File: src/rtl/sa_pkg.sv
`default_nettype none
// ============================================================================
// Module      : sa_pkg
// Description : Shared types and helpers for the systolic-array result path.
// Revision    : 1.0 - initial release
// ============================================================================
package sa_pkg;

    // Result-reader FSM states
    typedef enum logic [1:0] {
        RD_IDLE   = 2'd0,
        RD_ACK    = 2'd1,
        RD_STREAM = 2'd2
    } rd_state_t;

    // Index width for n entries, never narrower than one bit
    function automatic int row_w(input int n);
        return (n > 1) ? $clog2(n) : 1;
    endfunction

endpackage : sa_pkg
`default_nettype wire

File: src/rtl/sa_result_reader.sv
`default_nettype none
// ============================================================================
// Module      : sa_result_reader
// Description : Snapshots the core's column result buffers once every column
//               is valid, acknowledges the core with a one-cycle outread
//               pulse, then serializes the snapshot as a valid/ready stream.
// Revision    : 1.0 - initial release
// ============================================================================
module sa_result_reader
    import sa_pkg::*;
#(
    parameter int  ROWS     = 8,
    parameter int  OUTWIDTH = 32,
    parameter int  CNTWIDTH = 16,
    localparam int RW       = row_w(ROWS)
) (
    input  logic                clk,
    input  logic                rstn,
    input  logic [OUTWIDTH-1:0] routport [0:ROWS-1],
    input  logic [0:ROWS-1]     rvalidport,
    output logic                outread,
    output logic [OUTWIDTH-1:0] m_data,
    output logic [RW-1:0]       m_row,
    output logic                m_last,
    output logic                m_valid,
    input  logic                m_ready,
    output logic [CNTWIDTH-1:0] tile_cnt
);

    localparam logic [RW-1:0] c_LAST_ROW = RW'(ROWS - 1);

    rd_state_t           r_state;
    logic [RW-1:0]       r_idx;
    logic [OUTWIDTH-1:0] r_buf [0:ROWS-1];
    logic [RW-1:0]       w_idx_nxt;

    // Next row index, only used while a non-final word is handed off
    assign w_idx_nxt = r_idx + 1'b1;

    // Capture / acknowledge / stream sequencer with registered outputs.
    // The first stream cycle loads the output registers, so m_valid rises
    // one cycle after entering RD_STREAM; after that a word moves per cycle.
    always_ff @(posedge clk or negedge rstn) begin
        if (!rstn) begin
            r_state  <= RD_IDLE;
            r_idx    <= '0;
            outread  <= 1'b0;
            m_data   <= '0;
            m_row    <= '0;
            m_last   <= 1'b0;
            m_valid  <= 1'b0;
            tile_cnt <= '0;
            for (int i = 0; i < ROWS; i++) begin
                r_buf[i] <= '0;
            end
        end else begin
            outread <= 1'b0;
            case (r_state)
                RD_IDLE: begin
                    // Only a complete set of column results is taken
                    if (&rvalidport) begin
                        for (int i = 0; i < ROWS; i++) begin
                            r_buf[i] <= routport[i];
                        end
                        outread <= 1'b1;
                        r_state <= RD_ACK;
                    end
                end
                RD_ACK: begin
                    r_idx   <= '0;
                    r_state <= RD_STREAM;
                end
                RD_STREAM: begin
                    if (!m_valid) begin
                        m_valid <= 1'b1;
                        m_data  <= r_buf[r_idx];
                        m_row   <= r_idx;
                        m_last  <= (r_idx == c_LAST_ROW);
                    end else if (m_ready) begin
                        if (m_last) begin
                            m_valid  <= 1'b0;
                            m_last   <= 1'b0;
                            tile_cnt <= tile_cnt + 1'b1;
                            r_state  <= RD_IDLE;
                        end else begin
                            r_idx  <= w_idx_nxt;
                            m_data <= r_buf[w_idx_nxt];
                            m_row  <= w_idx_nxt;
                            m_last <= (w_idx_nxt == c_LAST_ROW);
                        end
                    end
                end
                default: r_state <= RD_IDLE;
            endcase
        end
    end

endmodule : sa_result_reader
`default_nettype wire

File: config.mk
export PLATFORM = sky130hd
export DESIGN_NAME = sa_result_reader
export DESIGN_NICKNAME = d
export VERILOG_FILES = /design/src/rtl/sa_pkg.sv /design/src/rtl/sa_result_reader.sv
export SDC_FILE = /design/constraint.sdc
export NUM_CORES = 1
export LEC_CHECK = 0
export CAP_MARGIN = 5
export CORE_ASPECT_RATIO = 1.5
export CORE_MARGIN = 2
export CORE_UTILIZATION = 45
export DETAILED_ROUTE_END_ITERATION = 10
export PLACE_DENSITY = 0.71
export SYNTH_ARGS = -nofsm -noshare
export SYNTH_HDL_FRONTEND = slang
export SYNTH_SLANG_ARGS = --single-unit
File: constraint.sdc
create_clock -name clk -period 2.9 [get_ports clk]
set_input_delay 0.29 -clock clk [delete_from_list [all_inputs] [get_ports clk]]
set_output_delay 0.29 -clock clk [all_outputs]
set_load 0.02 [all_outputs]
* Yosys cells after proc, flatten, opt, wreduce, memory -nomap -nowiden
Index checks and enable logic that the tools add are counted.
** Storage, ports and cells
- Bits in registers :: 315
- Output and inout port bits :: 54
- Word-level logic and storage cells :: 69
** Operators by class
- Add/sub/neg operators :: 2
- Order comparisons :: 2
- Equal/unequal tests :: 11
- Multiplexer cells :: 27
- Bitwise logic cells :: 2
- Reduce and logical (&&, ||, !) cells :: 9
** Operators by type and width (number)
- 2-to-1 mux 32 bit :: 7
- binary-select mux 32 bit (select 3 bit) :: 2
- adder 16 x 1 -> 16 bit, second input constant :: 1
- 2-to-1 mux 3 bit :: 4
- != test 2 bit, second input constant :: 6
- AND reduction 4 bit :: 3
- AND reduction 9 bit :: 1
- greater-or-equal comparator 4 bit, second input constant :: 2
- 2-to-1 mux 1 bit :: 8
- 2-to-1 mux 2 bit :: 4
- inverter 3 -> 4 bit :: 2
- AND reduction 8 bit :: 1
- equality test 3 bit, second input constant :: 2
- one-hot mux 2 bit (3 select lines) :: 1
- one-hot mux 3 bit (2 select lines) :: 1
- adder 3 x 1 -> 3 bit, second input constant :: 1
- AND reduction 3 bit :: 1
- equality test 2 x 1 -> 1 bit, second input constant :: 1
- equality test 2 bit, second input constant :: 1
- zero test 2 bit :: 1
- != test 2 x 1 -> 1 bit, second input constant :: 1
- AND reduction 2 bit :: 1
- nonzero test 2 bit :: 1

* Depth between registers and ports, before layout
Gate-level depths: netlist of run 1.
- Depth in word-level cells :: 8
- Gate-level depth with buffers :: 10

* Least setup slack after synthesis of run 1
No wires, ideal clock.
- Path kind :: reg-to-reg
- Start :: reg r_idx[0]
- End :: reg m_data[0]
- Data arrival time :: 2260 ps
- Slack :: 514 ps
- Cell stages (with the launch flop) :: 9
- Buffers on the path :: 4
- Period minus slack after synthesis :: 2386 ps
- Path through :: dfrtp_1 buf_2 buf_4 inv_1 ha_1 buf_2 clkbuf_1 mux4_2 a221o_1
** On the way
- Word-level cells in the longest chain between the ends :: 8
- Elaborated cells between the ends (all ways) :: 12
** RTL lines
- start, declared :: RTL line sa_result_reader.sv:33 : logic [RW-1:0] r_idx;
- start signal, assigned :: RTL line sa_result_reader.sv:86 : r_idx <= w_idx_nxt;
- adder 3 x 1 -> 3 bit :: RTL line sa_result_reader.sv:38 : assign w_idx_nxt = r_idx + 1'b1;
- inverter 3 -> 4 bit (implied by the code) :: RTL line sa_result_reader.sv:87 : m_data <= r_buf[w_idx_nxt];
- binary-select mux 32 bit (select 3 bit) :: RTL line sa_result_reader.sv:87
- 2-to-1 mux 32 bit (implied by the code) (2 in a row) :: RTL line sa_result_reader.sv:87
- 2-to-1 mux 32 bit :: RTL line sa_result_reader.sv:80 : if (m_last) begin
- 2-to-1 mux 32 bit :: RTL line sa_result_reader.sv:79 : end else if (m_ready) begin
- 2-to-1 mux 32 bit * :: RTL line sa_result_reader.sv:74 : if (!m_valid) begin
- end signal, assigned :: RTL line sa_result_reader.sv:76 : m_data <= r_buf[r_idx];
- end signal, assigned :: RTL line sa_result_reader.sv:87
- end, declared :: RTL line sa_result_reader.sv:22 : output logic [OUTWIDTH-1:0] m_data,
Mark *: on every way between the ends. The rest lies on a longest branch, timed or not. The select of a mux whose other input is x is not followed.
A chain may end at the register's enable or synchronous reset.

* Final worst setup path of run 1
- Start :: reg r_idx[0]
- End :: reg m_data[18]
The elaborated chain is that of the path after synthesis.

==> results of run 1 <==
[per-layer routing]
layer / vias to the layer above / global-route usage (%) / routed length (um)
li1: 4780 / - / -
met1: 5691 / 28.1 / 16300
met2: 372 / 42.9 / 23600
met3: 91 / 3.58 / 2130
met4: 0 / 9.89 / 1630
met5: - / 0 / 0
[final cells by class]
cell class | count | area, um^2 | area share, %
multi-input cells | 665 | 7440 | 35.8
well taps | 473 | 592 | 2.85
flip-flops and latches | 315 | 7900 | 38.0
clock inverters | 11 | 113 | 0.543
inverters | 8 | 30.0 | 0.145
repair buffers | 351 | 3620 | 17.4
clock buffers | 51 | 1060 | 5.10
diodes | 5 | 12.5 | 0.0603
[per-stage QoR]
stage               total power, W  instance area (um^2)  util [%]  instances  hold WS (ns)
finish                      0.0153                 20800      59.7       1879         0.346
global route                0.0160                 20800      59.7       1879         0.362
CTS                         0.0155                 20700      59.6       1874         0.353
detailed placement          0.0109                 19600      56.2       1811         0.331
global placement            0.0108                 19600      56.2       1811         0.327
floorplan                  0.00886                 15800         -       1079      -0.00559
[kinds of logic after synthesis]
kind of cell,count (synthesis)
AOI/OAI and AO/OA,78
xor gates and xnor gates,16
adders and majority gates,4
buffers and inverters,99
DFF,315
muxes,417
and+or+nand+nor,150
[where the power goes]
part           leakage (nW)  switching [W]  internal [W]
registers              4.25       0.000480       0.00496
logic                  4.20        0.00265       0.00271
clock network         0.573        0.00180       0.00271
[synth_stat cells (all sizes together) (32+ instances only)]
library cell / count
dfrtp: 315
mux4: 96
mux2i: 64
nor4: 33
o221a: 32
nor3: 40
nor2: 43
mux2: 257
a221o: 32
buf: 56
clkbuf: 35
[critical path, stage by stage (launching register included)]
cell and delay [ns]:
dfrtp_4 0.52, ha_1 0.22, ha_1 0.39, or2_2 0.61
o221a_2 0.40, nor4_1 0.23, a221o_1 0.16
[state kept, by name, indices dropped and copies added, names as in the netlist]
signal and count:
r_idx 3, m_row 3, m_last 1, r_state 2
outread 1, m_valid 1, r_buf 256, tile_cnt 16
m_data 32
[worst paths after layout]
check,to,start
setup reg to reg,m_data[18],r_idx[0]
hold reg to reg,tile_cnt[15],tile_cnt[15]
setup / recovery,m_data[18],r_idx[0]
hold / removal,r_buf[186],rstn
max in group asynchronous,r_idx[0],rstn
min in group clk,r_buf[137],routport[137]
[what timing repair did]
action / 4_1_cts / 5_1_grt
endpoints found under the hold margin: 73 / 0
hold buffers: 1 / 0
setup endpoints to repair: 0 / 0
==> impl_metrics.json, run 1 <==
{
  "peakVddDrop_mv": 0.895,
  "placementRows": 84,
  "fill_cells": 2768,
  "cts_tree": "done",
  "max_cap_viol_count": 0,
  "cts_resized": 0,
  "synth_compound_area_share_pct": 4.85,
  "finalCritPeriodShare_pct": 90.0,
  "initial_core_util_pct": 45.4,
  "synth_cell_types": 35,
  "cts_setup_buffers": 0,
  "syn_area_mm2": 0.0158,
  "synth-adder-area-share_pct": 0.317,
  "dp_hpwl_um": 29700,
  "place_ws_ns": 0.323,
  "die_area_mm2": 0.0367,
  "core_mm2": 0.0348,
  "synth_warnings": 0,
  "fmax_mhz": 383,
  "cp.required_ns": 3.36,
  "synth_largest_area_cell": "dfrtp_1",
  "pin_count": 321,
  "finalClockSkew_ns": 0.0150,
  "hold_violations": 0,
  "arrival_ns": 3.07,
  "cts_max_path_buffers": 3,
  "grt_max_degree": 88,
  "drc": 0,
  "worstSkewPairLatency_ns": 0.53,
  "avgSynthCellArea_um2": 14.6,
  "mostFrequentLayoutCells": "clkdlybuf4s50_1 (319), dfrtp_1 (311), mux2_2 (257)",
  "finalMaxSlewViolations": 0,
  "clkTransAtPathRegs_ns": 0.06,
  "layout.nets": 1646,
  "async_flop_share_pct": 100,
  "antenna_found_initial": 5,
  "setup-violations-final": 0,
  "leakage_nw": 9.02,
  "cp-start-kind": "register",
  "synth_flop_cell": "dfrtp_1",
  "synth_edf_count": 0,
  "area_delta_synth_final_pct": 31.3,
  "synth_top_family_by_area": "multiplexers",
  "path_max_fanout": 21,
  "root_buffer": "clkbuf_16",
  "synthTopCellsByArea": "dfrtp_1 (50%), mux2_2 (18%), mux4_2 (14%)",
  "vias": 10900,
  "htreeDepth": 2,
  "numCtsBuffers": 34,
  "layout-drive-gt1-share_pct": 33.3,
  "synth-xor-area-share_pct": 0.887,
  "drt_pass1_iterations": 4,
  "seq_area_frac_synth_pct": 49.9,
  "r2r_slack_ns": 0.29,
  "die_w_um": 157,
  "ys_ff_latch": 315,
  "final_common_cell": "clkdlybuf4s50_1",
  "finalCriticalPeriod_ns": 2.61,
  "p_per_area_mw_per_mm2": 738,
  "max_slew_margin_pct": 28.4,
  "overflow": 0,
  "drtIter0Drc": 642,
  "grt_setup_unrepaired": "no",
  "drt-total-wl_um": 43600,
  "io_buffers": 320,
  "wire_per_inst_um": 23.2,
  "rr_worst_depth": 6,
  "grt_pass1_vias": 11500,
  "syn_nets": 1350,
  "track_usage_pct": 23.8,
  "path_class": "register to register",
  "tns_ns": 0,
  "status": "finished clean",
  "worst_slack_ns": 0.289,
  "place_congestion": 0.773,
  "synth-simple-area-share_pct": 4.81,
  "yosys.area.top_type_share_pct": 49.9,
  "synthMuxAreaShare_pct": 36.1,
  "grt_pass1_wl_um": 66300,
  "clock-sinks": 315,
  "die_h_um": 234,
  "tightest_slew_ns": 1.07,
  "netlist_instances": 1079,
  "end_kind": "register",
  "vias_per_cell": 5.82,
  "min_path_type": "input pin to async pin",
  "postRouteAntennaNets": 0
}
Power figures use the tool's default switching activity.
==> inputs of run 2 (changes only) <==
--- a/config.mk
+++ b/config.mk
@@ -10,7 +10,7 @@
 export CORE_MARGIN = 2
 export CORE_UTILIZATION = 45
 export DETAILED_ROUTE_END_ITERATION = 10
-export PLACE_DENSITY = 0.71
+export PLACE_DENSITY = 0.69
 export SYNTH_ARGS = -nofsm -noshare
 export SYNTH_HDL_FRONTEND = slang
 export SYNTH_SLANG_ARGS = --single-unit
==> run 2 against run 1 <==
Combinational power is essentially flat. Routed wire length fell by 0.13%. Non-clock buffer count did not move. Clock skew down 0.0060 ns. Power decreased by 0.91%. Final area is 0.26% lower. Sequential power barely moved. Final cell count is essentially flat. Largest power group unchanged.
==> impl_metrics.json, run 2 (synthesis gave the netlist of run 1 again) <==
{
  "cts_tree": "done",
  "placementRows": 84,
  "tns_ns": 0,
  "grt_setup_unrepaired": "no",
  "startpoint": "r_idx[0]",
  "mostFrequentLayoutCells": "clkdlybuf4s50_1 (319), dfrtp_1 (311), mux2_2 (257)",
  "stdcell_count": 1878,
  "grt_max_degree": 127,
  "dp_hpwl_um": 29400,
  "antenna_found_initial": 4,
  "place_ws_ns": 0.359,
  "vias": 10800,
  "io_buffers": 320,
  "reg2reg_from": "r_idx[0]",
  "die_area_mm2": 0.0367,
  "crit_path_end": "m_data[28]",
  "tightest_slew_ns": 1.06,
  "cp-start-kind": "register",
  "overflow": 0,
  "max_cap_viol_count": 0,
  "end_kind": "register",
  "layout-drive-gt1-share_pct": 33.1,
  "p_per_area_mw_per_mm2": 733,
  "placedCellCount": 1811,
  "finalCriticalPeriod_ns": 2.55,
  "finalClockSkew_ns": 0.00903,
  "worstSkewPairLatency_ns": 0.52,
  "postRouteAntennaNets": 0,
  "layout.nets": 1646,
  "stdcell_area_mm2": 0.0207,
  "numCtsBuffers": 34,
  "track_usage_pct": 24.0,
  "hold_violations": 0,
  "htreeDepth": 2,
  "finalMaxSlewViolations": 0,
  "fill_cells": 2792,
  "min_path_type": "input pin to async pin",
  "largest_reg_flops": 256,
  "fmax_mhz": 392,
  "max_slew_margin_pct": 29.5,
  "die_w_um": 157,
  "die_h_um": 234,
  "r2r-end": "m_data[28]",
  "arrival_ns": 3.00,
  "drt_pass1_iterations": 4,
  "peakVddDrop_mv": 0.756,
  "drc": 0,
  "final_common_cell": "clkdlybuf4s50_1",
  "vias_per_cell": 5.74,
  "path_class": "register to register",
  "drtIter0Drc": 622,
  "root_buffer": "clkbuf_16",
  "largest_registers": "r_buf x256, m_data x32, tile_cnt x16",
  "clkTransAtPathRegs_ns": 0.06,
  "leakage_nw": 9.00,
  "path_max_fanout": 21,
  "wire_per_inst_um": 23.2,
  "initial_core_util_pct": 45.4,
  "worst_slack_ns": 0.349,
  "r2r_slack_ns": 0.35,
  "cp.required_ns": 3.35,
  "place_congestion": 0.809,
  "clock-sinks": 315,
  "placedInstanceArea_mm2": 0.0195,
  "status": "finished clean",
  "pin_count": 321,
  "regMostFlops": "r_buf",
  "p_total_w": 0.0152,
  "finalCritPeriodShare_pct": 88.0,
  "setup-violations-final": 0,
  "grt_pass1_vias": 11400,
  "cts_max_path_buffers": 3,
  "core_mm2": 0.0348,
  "rr_worst_depth": 6,
  "cts_resized": 0,
  "drt-total-wl_um": 43500,
  "grt_pass1_wl_um": 66200,
  "area_delta_synth_final_pct": 31.0
}
run 2: final cells by class:
cell class                      instances  area, um^2  area share [%]
Antenna cell                            5        12.5          0.0604
Clock buffer                           52        1050            5.08
Clock inverter                          9        76.3           0.369
Inverter                                8        30.0           0.145
Multi-Input combinational cell        665        7440            35.9
Sequential cell                       315        7900            38.1
Tap cell                              473         592            2.86
Timing Repair Buffer                  351        3610            17.4
run 2: what timing repair did:
action / in CTS / in global routing
endpoints found under the hold margin: 54 / 0
buffers inserted: 0 / 0
hold buffers: 1 / 0
run 2: routing by layer:
layer / GRT usage (%) / share of wire, % / vias to the layer above
met2: 42.9 / 53 / 355
met5: 0 / 0 / -
li1: - / - / 4770
met1: 28.3 / 38 / 5569
met3: 4.29 / 5.3 / 77
met4: 9.78 / 3.8 / 0
run 2: power breakdown:
part	leakage, nW	internal, W	switching, W
logic	4.20	0.00268	0.00265
registers	4.25	0.00496	0.000494
clock network	0.558	0.00260	0.00179
run 2: worst min-delay path by stage:
| stage | start | end | slack (ns) |
|---|---|---|---|
| detailed placement | rstn | m_data[26] | 0.28 |
| finish | rstn | m_data[26] | 0.30 |
| global placement | rstn | r_buf[186] | 0.27 |
| CTS | rstn | m_data[26] | 0.31 |
| floorplan | rstn | m_data[0] | -0.006 |
| global route | rstn | m_data[26] | 0.33 |
run 2: metrics by stage:
stage	utilization, %	hold slack, ns
floorplan	-	-0.00559
global placement	56.2	0.265
detailed placement	56.2	0.276
CTS	59.5	0.307
global route	59.5	0.331
finish	59.5	0.299
run 2: critical path, stage by stage, from the launching register on:
cell     delay (ns)
dfrtp_4        0.50
ha_1           0.21
ha_1           0.36
or2_2          0.61
o221a_1        0.38
nor4_1         0.26
a221o_1        0.15
==> inputs of run 3 (changes only) <==
--- a/config.mk
+++ b/config.mk
@@ -11,6 +11,7 @@
 export CORE_UTILIZATION = 45
 export DETAILED_ROUTE_END_ITERATION = 10
 export PLACE_DENSITY = 0.69
+export SETUP_SLACK_MARGIN = 0.1
 export SYNTH_ARGS = -nofsm -noshare
 export SYNTH_HDL_FRONTEND = slang
 export SYNTH_SLANG_ARGS = --single-unit
==> results of run 3 <==
Final layout, timing and power as in run 2 (identical DEF).
